===== src/rtl/alu_operand_loader_if.sv =====
// ---------------------------------------------------------------------------
// alu_operand_loader_if : switch/button inputs and registered ALU-side outputs
// Rev 1.0 ; result_in is present only when ALU_CHAIN_EN is defined
// ---------------------------------------------------------------------------
`default_nettype none

interface alu_operand_loader_if;
  logic       btn;
  logic [3:0] sw;
  logic [2:0] sw_f;
  logic       sw_cin;
`ifdef ALU_CHAIN_EN
  logic [3:0] result_in;
`endif
  logic [3:0] A;
  logic [3:0] B;
  logic [2:0] F;
  logic       Cin;
  logic       op_valid;
  logic [1:0] stage;

  modport master (
    input  btn, sw, sw_f, sw_cin,
`ifdef ALU_CHAIN_EN
    input  result_in,
`endif
    output A, B, F, Cin, op_valid, stage
  );

  modport slave (
    output btn, sw, sw_f, sw_cin,
`ifdef ALU_CHAIN_EN
    output result_in,
`endif
    input  A, B, F, Cin, op_valid, stage
  );
endinterface

`default_nettype wire


===== src/rtl/alu_operand_loader.sv =====
// ---------------------------------------------------------------------------
// alu_operand_loader : debounced step button loads A, B, then F/Cin for the ALU
// Rev 1.0 ; optional macro ALU_CHAIN_EN feeds result_in back into A from RUN
// ---------------------------------------------------------------------------
`default_nettype none

module alu_operand_loader #(
  parameter int DEBOUNCE_CYCLES = 1000000,
  parameter int CNT_W           = $clog2(DEBOUNCE_CYCLES + 1)
) (
  input  wire logic             clk,
  input  wire logic             rst_n,
  alu_operand_loader_if.master  bus
);

  typedef enum logic [1:0] {
    LOAD_A  = 2'd0,
    LOAD_B  = 2'd1,
    LOAD_OP = 2'd2,
    RUN     = 2'd3
  } state_t;

  localparam logic [CNT_W-1:0] CNT_MAX = CNT_W'(DEBOUNCE_CYCLES - 1);

  logic             sync_q1;
  logic             btn_s;
  logic             deb;
  logic             deb_d;
  logic [CNT_W-1:0] cnt;
  logic             press;

  state_t           state;
  logic [3:0]       a_q;
  logic [3:0]       b_q;
  logic [2:0]       f_q;
  logic             cin_q;
  logic             op_valid_q;

  // Accept a new level only after DEBOUNCE_CYCLES consecutive differing samples
  always_ff @(posedge clk or negedge rst_n) begin
    if (!rst_n) begin
      sync_q1 <= 1'b0;
      btn_s   <= 1'b0;
      deb     <= 1'b0;
      deb_d   <= 1'b0;
      cnt     <= '0;
    end else begin
      sync_q1 <= bus.btn;
      btn_s   <= sync_q1;
      deb_d   <= deb;
      if (btn_s == deb) begin
        cnt <= '0;
      end else if (cnt == CNT_MAX) begin
        deb <= btn_s;
        cnt <= '0;
      end else begin
        cnt <= cnt + CNT_W'(1);
      end
    end
  end

  assign press = deb & ~deb_d;

  always_ff @(posedge clk or negedge rst_n) begin
    if (!rst_n) begin
      state      <= LOAD_A;
      a_q        <= 4'd0;
      b_q        <= 4'd0;
      f_q        <= 3'd0;
      cin_q      <= 1'b0;
      op_valid_q <= 1'b0;
    end else begin
      op_valid_q <= 1'b0;
      if (press) begin
        case (state)
          LOAD_A: begin
            a_q   <= bus.sw;
            state <= LOAD_B;
          end
          LOAD_B: begin
            b_q   <= bus.sw;
            state <= LOAD_OP;
          end
          LOAD_OP: begin
            f_q        <= bus.sw_f;
            cin_q      <= bus.sw_cin;
            op_valid_q <= 1'b1;
            state      <= RUN;
          end
          RUN: begin
`ifdef ALU_CHAIN_EN
            // Accumulator chaining: last ALU result becomes the next A
            a_q   <= bus.result_in;
            state <= LOAD_B;
`else
            state <= LOAD_A;
`endif
          end
          default: state <= LOAD_A;
        endcase
      end
    end
  end

  assign bus.A        = a_q;
  assign bus.B        = b_q;
  assign bus.F        = f_q;
  assign bus.Cin      = cin_q;
  assign bus.op_valid = op_valid_q;
  assign bus.stage    = state;

endmodule

`default_nettype wire


===== src/flat_wrapper.sv =====
// flat-port wrapper written by rule: the top's interface ports become plain ports
module alu_operand_loader_flat 
#(
  parameter int DEBOUNCE_CYCLES = 1000000,
  parameter int CNT_W           = $clog2(DEBOUNCE_CYCLES + 1)
)
  (clk, rst_n, bus_btn, bus_sw, bus_sw_f, bus_sw_cin, bus_A, bus_B, bus_F, bus_Cin, bus_op_valid, bus_stage);
  alu_operand_loader_if bus_i ();
  input  wire logic clk;
  input  wire logic rst_n;
  input wire logic [$bits(bus_i.btn)-1:0] bus_btn;
  input wire logic [$bits(bus_i.sw)-1:0] bus_sw;
  input wire logic [$bits(bus_i.sw_f)-1:0] bus_sw_f;
  input wire logic [$bits(bus_i.sw_cin)-1:0] bus_sw_cin;
  output wire logic [$bits(bus_i.A)-1:0] bus_A;
  output wire logic [$bits(bus_i.B)-1:0] bus_B;
  output wire logic [$bits(bus_i.F)-1:0] bus_F;
  output wire logic [$bits(bus_i.Cin)-1:0] bus_Cin;
  output wire logic [$bits(bus_i.op_valid)-1:0] bus_op_valid;
  output wire logic [$bits(bus_i.stage)-1:0] bus_stage;
  assign bus_i.btn = bus_btn;
  assign bus_i.sw = bus_sw;
  assign bus_i.sw_f = bus_sw_f;
  assign bus_i.sw_cin = bus_sw_cin;
  assign bus_A = bus_i.A;
  assign bus_B = bus_i.B;
  assign bus_F = bus_i.F;
  assign bus_Cin = bus_i.Cin;
  assign bus_op_valid = bus_i.op_valid;
  assign bus_stage = bus_i.stage;
  alu_operand_loader #(.DEBOUNCE_CYCLES(DEBOUNCE_CYCLES), .CNT_W(CNT_W)) u_core (.clk(clk), .rst_n(rst_n), .bus(bus_i));
endmodule

===== config.mk =====
export PLATFORM = sky130hd
export DESIGN_NAME = alu_operand_loader_flat
export DESIGN_NICKNAME = d
export VERILOG_FILES = /design/src/rtl/alu_operand_loader_if.sv /design/src/rtl/alu_operand_loader.sv /design/src/flat_wrapper.sv
export SDC_FILE = /design/constraint.sdc
export NUM_CORES = 1
export LEC_CHECK = 0
export BUFFER_PORTS_ARGS = -buffer_cell sky130_fd_sc_hd__buf_2
export CORE_MARGIN = 5
export CORE_UTILIZATION = 47
export DETAILED_ROUTE_END_ITERATION = 10
export PLACE_DENSITY = 0.68
export SYNTH_ARGS = -nofsm -noshare
export SYNTH_HDL_FRONTEND = slang
export SYNTH_SLANG_ARGS = --single-unit

===== constraint.sdc =====
create_clock -name clk -period 4 [get_ports clk]
set_input_delay 0.4 -clock clk [delete_from_list [all_inputs] [get_ports clk]]
set_output_delay 0.4 -clock clk [all_outputs]
set_load 0.01 [all_outputs]

==> results_dict.tcl <==
set metrics [dict create \
    outcome "complete, no violations" \
    synth.top_cell.area_share 0.565 \
    total_power_uw 763 \
    met2RoutedLength_um 1500 \
    routabilityCongestion 0.776 \
    fmax_mhz 455 \
    relSlewSlack 0.447 \
    worst_setup_path_start_kind "flip-flop" \
    final_cell_area_um2 2010 \
    worst_hold_slack_ns 0.212 \
    crit_buf_inv 0 \
    cts_buffers 5 \
    grt_usage 0.137 \
    ys_warn_count 0 \
    dr.pass1.iters 4 \
    drc 0 \
    avgSynthCellArea_um2 11.5 \
    fin_util 0.558 \
    synth_area_um2 1730 \
    dr_wl_met3_um 220 \
    finalSetupViolations 0 \
    ant_nets 0 \
    drt_iter0_drc 41 \
    p_leak_uw 0.000876 \
    syn_nets 166 \
    reg2reg_to "u_core.cnt[12]$_DFF_PN0_" \
    die_h_um 70.6 \
    synth_area_leaders "dfrtp_1, mux2_2, xnor2_1" \
    final.min_clock_period_ns 2.20 \
    grt_overflow_total 0 \
    layout-drive-gt1-share 0.269 \
    clk-insertion-delay-late_ns 0.29 \
    fin_setup_tns_ns 0 \
    crit_type "reg -> reg" \
    synth.most_common_cell "dfrtp_1" \
    synth_async_sr_flop_share 1.00 \
    crit_path_cell_trace "or4b_1, or4_4, o21ai_4, nor2_1" \
    ys_seq_area_frac 0.565 \
    dp_hpwl_um 2230 \
    io_pins 26 \
    grt_max_degree 40 \
    die_w_um 70.6 \
    end_kind "flip-flop" \
    wl_per_cell_um 13.3 \
    antenna_found_initial 0 \
    cap_viol_max_count 0 \
    yosysUniqueCellTypes 24 \
    rows 22 \
    clk_pin_slew_ns 0.08 \
    worst_path_max_delay_cell "or4b_1" \
    critPathArrivalTime_ns 2.35 \
    synthTopCellsByCount "dfrtp_1, nor2_1, xnor2_1, mux2_2, nand2_1" \
    tritoncts "done" \
    synthFlopType "dfrtp_1" \
    hp-class "in -> async" \
    ys_ff_latch 39 \
    rsz0062_at_grt "no" \
    cts_buffer_depth 2 \
    clkSinkCount 39 \
    synth_edf_count 0 \
    syn_inst 150 \
    cts_hold_buf 0 \
    fin_worst_skew_ns 0.00690 \
    grt_pass1_vias 1183 \
    worst_pin_slew_ns 0.830 \
    htree_levels 2 \
    num_antenna_cells 0 \
    cp_max_fo 18 \
    numPortBuffers 25 \
    wl_um 3070 \
    cp_slowest_stage_delay_ns 0.54 \
    powerDensity_nw_per_um2 379 \
    period_share 0.550 \
    placed_area_um2 1900 \
    post_cts_buffers 0 \
    core_area_um2 3610 \
    start_util 0.479 \
    regToRegSetupSlack_ns 1.80 \
    cts_root_buf "clkbuf_8" \
    yosys.area.top_type "dfrtp_1" \
    area_delta_synth_final_pct 16.6 \
    finish.net_count 197 \
    dieArea_um2 4990 \
    worstPathRequired_ns 4.15 \
    vdd_drop_max_mv 0.213 \
    rr_startpoint "u_core.cnt[12]$_DFF_PN0_" \
    hold_violations 0 \
    slew_violations 0 \
    wl_met1_um 1310 \
    grt_pass1_wl_um 5450 \
    detailroute.via_count 1198 \
    cp_top_family "simple AND/OR/NAND/NOR gates" \
    maxUsedRoutingLayer "met4" \
    cts_resized 0 \
    reg2reg_depth 4 \
    viasPerCell 5.21 \
]
[kinds of logic (layout without fill, tap and decap cells)]
group | after synthesis | in the layout | share of synthesized area
adder cells (fa/ha/maj) | 5 | 5 | 0.0362
multiplexers | 15 | 15 | 0.0964
XOR/XNOR | 16 | 16 | 0.0812
flip-flops | 39 | 39 | 0.565
buffers and inverters | 9 | 41 | 0.0239
AO/OA/AOI/OAI | 8 | 8 | 0.0319
AND/OR/NAND/NOR | 58 | 58 | 0.165
[area by class of cell]
| type | instances | area (um^2) |
|---|---|---|
| Timing Repair Buffer | 25 | 125 |
| Clock inverter | 3 | 43.8 |
| Clock buffer | 5 | 68.8 |
| Fill cell | 308 | 1590 |
| Multi-Input combinational cell | 102 | 709 |
| Sequential cell | 39 | 976 |
| Inverter | 8 | 30.0 |
| Tap cell | 48 | 60.1 |
[power by group]
part / internal (uW) / leakage, uW / switching, uW
registers: 404 / 0.000510 / 5.72
logic: 14.9 / 0.000308 / 21.0
clock network: 185 / 0.0000581 / 132
[state kept, by name (all words and copies together), names as in the netlist]
register and flops:
u_core.bus.B 4, u_core.sync_q1 1, u_core.bus.A 4, u_core.bus.op_valid 1, u_core.deb_d 1, u_core.bus.stage 2, u_core.bus.Cin 1, u_core.btn_s 1
u_core.cnt 20, u_core.bus.F 3, u_core.deb 1
[worst max-delay path by stage]
stage                                         from                        to  slack [ns]  cells past startpoint
after floorplan           u_core.cnt[12]$_DFF_PN0_    u_core.deb$_DFFE_PN0P_        1.93                      4
after global placement    u_core.cnt[12]$_DFF_PN0_    u_core.deb$_DFFE_PN0P_        1.90                      4
after detailed placement   u_core.cnt[0]$_DFF_PN0_    u_core.deb$_DFFE_PN0P_        1.84                      5
after CTS                 u_core.cnt[12]$_DFF_PN0_  u_core.cnt[12]$_DFF_PN0_        1.80                      4
after global routing       u_core.cnt[0]$_DFF_PN0_   u_core.cnt[2]$_DFF_PN0_        1.67                      5
final                     u_core.cnt[12]$_DFF_PN0_  u_core.cnt[12]$_DFF_PN0_        1.80                      4
[per-stage QoR]
stage	setup WS, ns	instances
6_report	1.80	230
5_1_grt	1.67	230
4_1_cts	1.80	230
3_5_place_dp	1.84	222
3_3_place_gp	1.90	222
2_1_floorplan	1.93	150
[per-layer routing]
layer	track usage	up-vias
met3	0.0568	6
met4	0.0438	0
li1	-	579
met5	0	-
met1	0.167	582
met2	0.222	31
[worst reg2reg max path, cell delays in order (launching register included)]
cell	delay (ns)
dfrtp_1	0.44
or4b_1	0.54
or4_4	0.52
o21ai_4	0.44
nor2_1	0.13
[cells in the final DEF (no fill, tap or decap), types with 2 or more instances in the layout]
| cell type | n |
|---|---|
| nor2_1 | 22 |
| o21ai_0 | 5 |
| nand4_1 | 5 |
| ha_1 | 5 |
| clkbuf_8 | 5 |
| nor3_1 | 5 |
| buf_2 | 25 |
| xnor2_1 | 14 |
| mux2i_1 | 2 |
| nand3_1 | 5 |
| mux2_2 | 13 |
| nand2_1 | 9 |
| inv_1 | 8 |
| xor2_1 | 2 |
| dfrtp_1 | 39 |
| nor4_1 | 6 |
No activity file was read; power rests on OpenSTA's default activity.
